### config.mk
export PLATFORM = sky130hd
export DESIGN_NAME = uart_rx_ctrl
export DESIGN_NICKNAME = d
export VERILOG_FILES = /design/src/rtl/uart_rx_ctrl.sv
export SDC_FILE = /design/constraint.sdc
export NUM_CORES = 1
export LEC_CHECK = 0
export CORE_UTILIZATION = 37
export CTS_CLUSTER_DIAMETER = 120
export DETAILED_ROUTE_END_ITERATION = 12
export GPL_TIMING_DRIVEN = 0
export PLACE_DENSITY = 0.6
export SLEW_MARGIN = 20
export SYNTH_ARGS = -nofsm -noshare
export SYNTH_HDL_FRONTEND = slang
export SYNTH_SLANG_ARGS = --single-unit
### constraint.sdc
create_clock -name clk -period 1.75 [get_ports clk]
set_input_delay 0.175 -clock clk [delete_from_list [all_inputs] [get_ports clk]]
set_output_delay 0.175 -clock clk [all_outputs]
set_load 0.03 [all_outputs]
### src/rtl/uart_rx_ctrl.sv
// uart_rx_ctrl: UART receive sequencer - start detect, mid-bit sampling, valid/ack word output, sticky errors.
// Define UART_RX_PARITY_EN to insert an even-parity bit between the data bits and the stop bit.
module uart_rx_ctrl #(
  parameter int W_WORD     = 8,
  parameter int OVERSAMPLE = 16
) (
  input  logic              clk,
  input  logic              rst,
  input  logic              baud_tick,
  input  logic              rx,
  input  logic              rx_ack,
  input  logic              err_clr,
  output logic [W_WORD-1:0] rx_data,
  output logic              rx_valid,
  output logic              busy,
  output logic              frame_err,
  output logic              overrun,
  output logic              parity_err
);

  localparam int TW = $clog2(OVERSAMPLE);
  localparam int BW = $clog2(W_WORD);
  localparam logic [TW-1:0] T_HALF = TW'(OVERSAMPLE / 2 - 1);
  localparam logic [TW-1:0] T_LAST = TW'(OVERSAMPLE - 1);
  localparam logic [BW-1:0] B_LAST = BW'(W_WORD - 1);

  typedef enum logic [2:0] {IDLE, START, DATA, PARITY, STOP} state_t;

  state_t            state_q, state_d;
  logic [TW-1:0]     tcnt_q, tcnt_d;
  logic [BW-1:0]     bcnt_q, bcnt_d;
  logic [W_WORD-1:0] shift_q, shift_d;
  logic              armed_q, armed_d;
  logic              rx_m, rx_s;
  logic              word_done, frame_ev;

  // Line idles high, so the synchronizer resets to 1 to avoid a false start bit.
  always_ff @(posedge clk or negedge rst) begin
    if (!rst) begin
      rx_m <= 1'b1;
      rx_s <= 1'b1;
    end else begin
      // NOTE: sequential state uses non-blocking assignments so every flop samples pre-edge values.
      rx_m <= rx;
      rx_s <= rx_m;
    end
  end

  always_comb begin
    // NOTE: every variable gets a default first, so no path leaves one unassigned (no latches).
    state_d   = state_q;
    tcnt_d    = tcnt_q;
    bcnt_d    = bcnt_q;
    shift_d   = shift_q;
    armed_d   = armed_q;
    word_done = 1'b0;
    frame_ev  = 1'b0;
    if (baud_tick) begin
      unique case (state_q)
        IDLE: begin
          tcnt_d = '0;
          if (rx_s) armed_d = 1'b1;
          else if (armed_q) state_d = START;
        end
        START: begin
          if (tcnt_q == T_HALF) begin
            tcnt_d  = '0;
            bcnt_d  = '0;
            state_d = rx_s ? IDLE : DATA;
          end else begin
            tcnt_d = tcnt_q + 1'b1;
          end
        end
        DATA: begin
          if (tcnt_q == T_LAST) begin
            tcnt_d  = '0;
            shift_d = {rx_s, shift_q[W_WORD-1:1]};
            if (bcnt_q == B_LAST) begin
              bcnt_d = '0;
`ifdef UART_RX_PARITY_EN
              state_d = PARITY;
`else
              state_d = STOP;
`endif
            end else begin
              bcnt_d = bcnt_q + 1'b1;
            end
          end else begin
            tcnt_d = tcnt_q + 1'b1;
          end
        end
`ifdef UART_RX_PARITY_EN
        PARITY: begin
          if (tcnt_q == T_LAST) begin
            tcnt_d  = '0;
            state_d = STOP;
          end else begin
            tcnt_d = tcnt_q + 1'b1;
          end
        end
`endif
        STOP: begin
          if (tcnt_q == T_LAST) begin
            tcnt_d  = '0;
            state_d = IDLE;
            if (rx_s) begin
              word_done = 1'b1;
            end else begin
              frame_ev = 1'b1;
              armed_d  = 1'b0;
            end
          end else begin
            tcnt_d = tcnt_q + 1'b1;
          end
        end
        default: state_d = IDLE;
      endcase
    end
  end

  always_ff @(posedge clk or negedge rst) begin
    if (!rst) begin
      state_q   <= IDLE;
      tcnt_q    <= '0;
      bcnt_q    <= '0;
      shift_q   <= '0;
      armed_q   <= 1'b1;
      rx_data   <= '0;
      rx_valid  <= 1'b0;
      frame_err <= 1'b0;
      overrun   <= 1'b0;
    end else begin
      state_q <= state_d;
      tcnt_q  <= tcnt_d;
      bcnt_q  <= bcnt_d;
      shift_q <= shift_d;
      armed_q <= armed_d;
      if (word_done) begin
        rx_data  <= shift_q;
        rx_valid <= 1'b1;
      end else if (rx_ack) begin
        rx_valid <= 1'b0;
      end
      // A same-cycle error event overrides err_clr.
      frame_err <= frame_ev | (frame_err & ~err_clr);
      overrun   <= (word_done & rx_valid & ~rx_ack) | (overrun & ~err_clr);
    end
  end

`ifdef UART_RX_PARITY_EN
  logic par_ev;
  assign par_ev = baud_tick && (state_q == PARITY) && (tcnt_q == T_LAST) && ((^shift_q) ^ rx_s);

  always_ff @(posedge clk or negedge rst) begin
    if (!rst) parity_err <= 1'b0;
    else      parity_err <= par_ev | (parity_err & ~err_clr);
  end
`else
  assign parity_err = 1'b0;
`endif

  assign busy = (state_q != IDLE);

endmodule
# After elaboration in Yosys (flattened, before gate mapping)
# Index checks and enable logic that the tools add are counted.
dict set report classes {
  add_sub_neg 2
  eq_ne 14
  n_mux 29
  bitwise 8
  reduce_logical 12
}
# op n
set ops {}
lappend ops {{two-way mux 3 bit} 9}
lappend ops {{inequality test 2 bit, second input constant} 8}
lappend ops {{two-way mux 1 bit} 13}
lappend ops {{case mux 3 bit (4 select lines)} 1}
lappend ops {{case mux 4 bit (3 select lines)} 1}
lappend ops {{two-way mux 4 bit} 2}
lappend ops {{AND reduction 7 bit} 1}
lappend ops {{equality test 3 bit, second input constant} 2}
lappend ops {{case mux 3 bit (2 select lines)} 1}
lappend ops {{nonzero test 2 bit} 3}
lappend ops {{nonzero test 3 bit} 2}
lappend ops {{AND reduction 5 bit} 1}
lappend ops {{adder 4 x 1 -> 4 bit, second input constant} 1}
lappend ops {{AND 1 bit} 4}
lappend ops {{equality test 4 x 3 -> 1 bit, second input constant} 1}
lappend ops {{equality test 4 bit, second input constant} 1}
lappend ops {{AND reduction 4 bit} 1}
lappend ops {{adder 3 x 1 -> 3 bit, second input constant} 1}
lappend ops {{equality test 3 x 1 -> 1 bit, second input constant} 1}
lappend ops {{equality test 3 x 2 -> 1 bit, second input constant} 1}
lappend ops {{zero test 3 bit} 1}
lappend ops {{AND reduction 3 bit} 1}
lappend ops {{two-way mux 2 bit} 1}
lappend ops {{inverter 1 bit} 2}
lappend ops {{other kinds (4)} 5}
dict set report totals {
  register_bits 32
  inputBits 6
  elab_cells 76
}

# Logic depth before layout (Yosys ltp)
dict set report depth {
  ltp_word 7
  mapped_depth 6
  depth_no_buf 6
}

# Worst setup path before layout
# OpenSTA, ideal clock, no wires.
dict set report synth_timing {
  kind {register to register}
  startpoint {register bcnt_q[0]}
  endpoint {register state_q[1]}
  t_arrival_ns 1.663
  t_required_ns 1.625
  slack_ns -0.038
  path_stages_with_launch 7
  n_path_buf 0
  cell_sequence {dfrtp_1 > ha_1 > ha_1 > or4b_4 > o211ai_2 > a21oi_2 > mux2_4}
}
dict set report synth_between {
  elab_chain_cells 3
}
# item line
set synth_rtl {}
lappend synth_rtl {{start: declaration} 31} ;# logic [BW-1:0] bcnt_q, bcnt_d;
lappend synth_rtl {{start signal: assignment} 135} ;# bcnt_q <= bcnt_d;
lappend synth_rtl {{equality test 3 bit} 78} ;# if (bcnt_q == B_LAST) begin
lappend synth_rtl {{inequality test 2 bit (no source line)} n/a}
lappend synth_rtl {{AND reduction 7 bit (no source line)} n/a}
lappend synth_rtl {{end signal: assignment} 133} ;# state_q <= state_d;
lappend synth_rtl {{end: declaration} 29} ;# state_t state_q, state_d;
# No other way between the ends.
# A chain may end at the register's enable or synchronous reset.

# Worst setup path after layout
# Same ends and word-level chain as after synthesis.

==> flow_summary.yaml <==
run_status:
  status: "finished, violations left"
  violations: "negative setup slack"
sta:
  period_share: 1.015
  period_needed_ns: 1.776
  rsz0062_at_grt: "true"
  holdWs_ns: 0.2260
  fin_tns_setup_ns: -0.02606
  slew_headroom: 0.5341
  fmax_ghz: 0.5630
  final.setup.worst_slack_ns: -0.02606
  finClkSkew_ns: 0.008141
  setup_violations: 1
  finalHoldViolCount: 0
  worstMarginPinSlew_ns: 0.6989
  drv_slew: 0
power:
  peakVddDrop_v: 0.0006218
  pwr-share-comb: 0.302
  power_density_nw_per_um2: 1097
  switchingPower_w: 0.0006979
  pwr-share-clk: 0.275
  intPower_w: 0.001390
  total_power_w: 0.002088
  p_leak_nw: 0.8484
  swShare: 0.3342
  power_frac_seq: 0.423
critical_path:
  critPathKind: "flop to flop"
  reg2reg_depth: 6
  r2r_slack_ns: -0.03
  end_kind: "flop"
  critPathRequiredTime_ns: 1.93
  critPathLaunchType: "flop"
  cp_max_fo: 2
  crit_arrival_ns: 1.96
grt:
  grt_pass1_wl_um: 4243
  grt_pass1_vias: 934
  grt_max_degree: 33
  groute.usage.overall: 0.1348
  overflow: 0
  use_met3: 0.05172
  antenna_found_initial: 0
  use_met1: 0.1598
  gr-max-usage-layer: "met2"
  grt_use_met2: 0.2130
floorplan:
  fp.dieW_um: 66.44
  die_h_um: 66.44
  fp.dieArea_sq_um: 4414
  core-area_sq_um: 4000
  rows: 23
  initial_core_util: 0.3841
  ios: 19
cts:
  clk_latency_ns: 0.29
  htree_levels: 2
  cts_sinks: 32
  cts_buffers: 5
  cts.clk_slew.worst_paths_ns: 0.07
  ctsLongestPathBuffers: 2
  clockRootBuffer: "clkbuf_8"
  cts_tree: "yes"
synthesis:
  ys_seq_area_frac: 0.5236
  avgSynthCellArea_sq_um: 12.19
  synth_most_common_cell: "dfrtp_1"
  synth_cell_types: 44
  syn_nets: 135
  synth.top_cell.area_share: 0.4723
  ys_warn_count: 0
  synth_edf_count: 0
  yosys.area.top_type: "dfrtp_1"
  netlist_instances: 126
  yosys-top-cells-area: "dfrtp_1, mux2_2, dfstp_2, nand2_1, ha_1"
  postSynth.asyncResetShare: 1.000
  ys_ff_latch: 32
  ys.flop_type: "dfrtp_1"
  synth_common_cells: "dfrtp_1, mux2_2, nand2_1, inv_1"
  netlist_area_sq_um: 1536
placement:
  gp_congestion: 0.7785
  post-dp-hpwl_um: 1841
  port_buffers: 16
  place_ws_ns: -0.08851
routing:
  post_drt_wl_per_cell_um: 12.91
  first_pass_iters: 4
  drtAntennaViolNets: 0
  drcViolationCount: 0
  vias: 1030
  drt_iter0_drc: 47
  drt-total-wl_um: 2646
  via_per_inst: 5.024
job:
  cap_violations: 0
final_layout:
  nets: 163
  drive_gt1_frac: 0.3548
  synthToLayoutAreaGrowth_pct: 23.86
  n_antenna_cell: 0
worst_hold_path:
  hold_path.class: "input pin to flop"
  hold_path_depth: 2
-- sequential cells by signal (all words and copies together), names as in the netlist --
signal / flops
bcnt_q: 3
shift_q: 8
state_q: 3
tcnt_q: 4
armed_q: 1
rx_s: 1
overrun: 1
frame_err: 1
rx_m: 1
rx_valid: 1
rx_data: 8
-- power by group through the flow --
stage                     Combinational (W)  Clock [W]  Sequential [W]
after floorplan                    0.000486          0        0.000877
after global placement             0.000595          0        0.000892
after detailed placement           0.000604          0        0.000896
after CTS                          0.000616   0.000600        0.000881
after global routing               0.000695   0.000626        0.000891
final                              0.000631   0.000575        0.000882
-- per-layer routing --
layer,vias up,wire length (um)
li1,507,-
met1,500,1218
met2,18,1285
met3,5,103
met4,0,38
met5,-,0
-- path summary, 6_finish.rpt --
check | end | start
max reg2reg | state_q[1] | bcnt_q[0]
min | tcnt_q[2] | baud_tick
min in group asynchronous | tcnt_q[3] | rst
min reg2reg | rx_s | rx_m
max in group asynchronous | frame_err | rst
max | state_q[1] | bcnt_q[0]
-- through the flow --
stage / area (sq um) / instances / utilization
5_1_grt: 1903 / 205 / 0.4758
3_3_place_gp: 1764 / 192 / 0.4410
4_1_cts: 1886 / 204 / 0.4714
6_report: 1903 / 205 / 0.4758
3_5_place_dp: 1759 / 192 / 0.4398
2_1_floorplan: 1541 / 126 / -
-- critical path, stage by stage, from the launching register on --
cell,delay [ns]
dfrtp_1,0.38
ha_2,0.18
ha_2,0.17
or4b_4,0.49
o211ai_2,0.10
a21oi_2,0.05
mux2_4,0.30
-- layout make-up --
type / count / area, sq um
well taps: 50 / 62.56
clock buffers: 5 / 68.82
multi-input cells: 82 / 676.9
fillers: 355 / 2097
flip-flops and latches: 32 / 804.5
repair buffers: 21 / 190.2
plain buffers: 6 / 53.80
clock inverters: 3 / 23.77
inverters: 6 / 22.52
-- timing repair --
action	CTS	global route
endpoints found under the hold margin	29	0
gates cloned	0	0
resized for setup	3	5
hold buffers	1	0
setup endpoints to repair	2	14
setup buffers	3	1
pin swaps	2	0
-- cells by family (layout without fill, tap and decap cells) --
logic type      after synthesis  after routing  share of synthesized area
compound gates               19             19                    0.09448
fa+ha+maj                     4              4                    0.03095
simple gates                 36             36                     0.1393
buf+inv                      12             41                    0.04804
flops                        32             32                     0.5236
other cells                   1              1                   0.002441
mux                          22             22                     0.1612
-- cell usage in the layout, fill, tap and decap left out, types with 2 or more instances in the layout --
| cell | count |
|---|---|
| dfrtp_1 | 29 |
| nand3_1 | 4 |
| nand2_1 | 11 |
| nor2b_1 | 2 |
| dfstp_2 | 3 |
| buf_2 | 2 |
| mux2i_1 | 3 |
| nor2_1 | 4 |
| o21ai_0 | 4 |
| clkdlybuf4s50_1 | 14 |
| clkbuf_8 | 5 |
| o22ai_1 | 3 |
| a21oi_1 | 2 |
| buf_6 | 3 |
| mux2_2 | 18 |
| clkinvlp_4 | 2 |
| and3_1 | 2 |
| ha_2 | 3 |
| inv_1 | 6 |
| buf_4 | 5 |
Power figures use the tool's default switching activity.
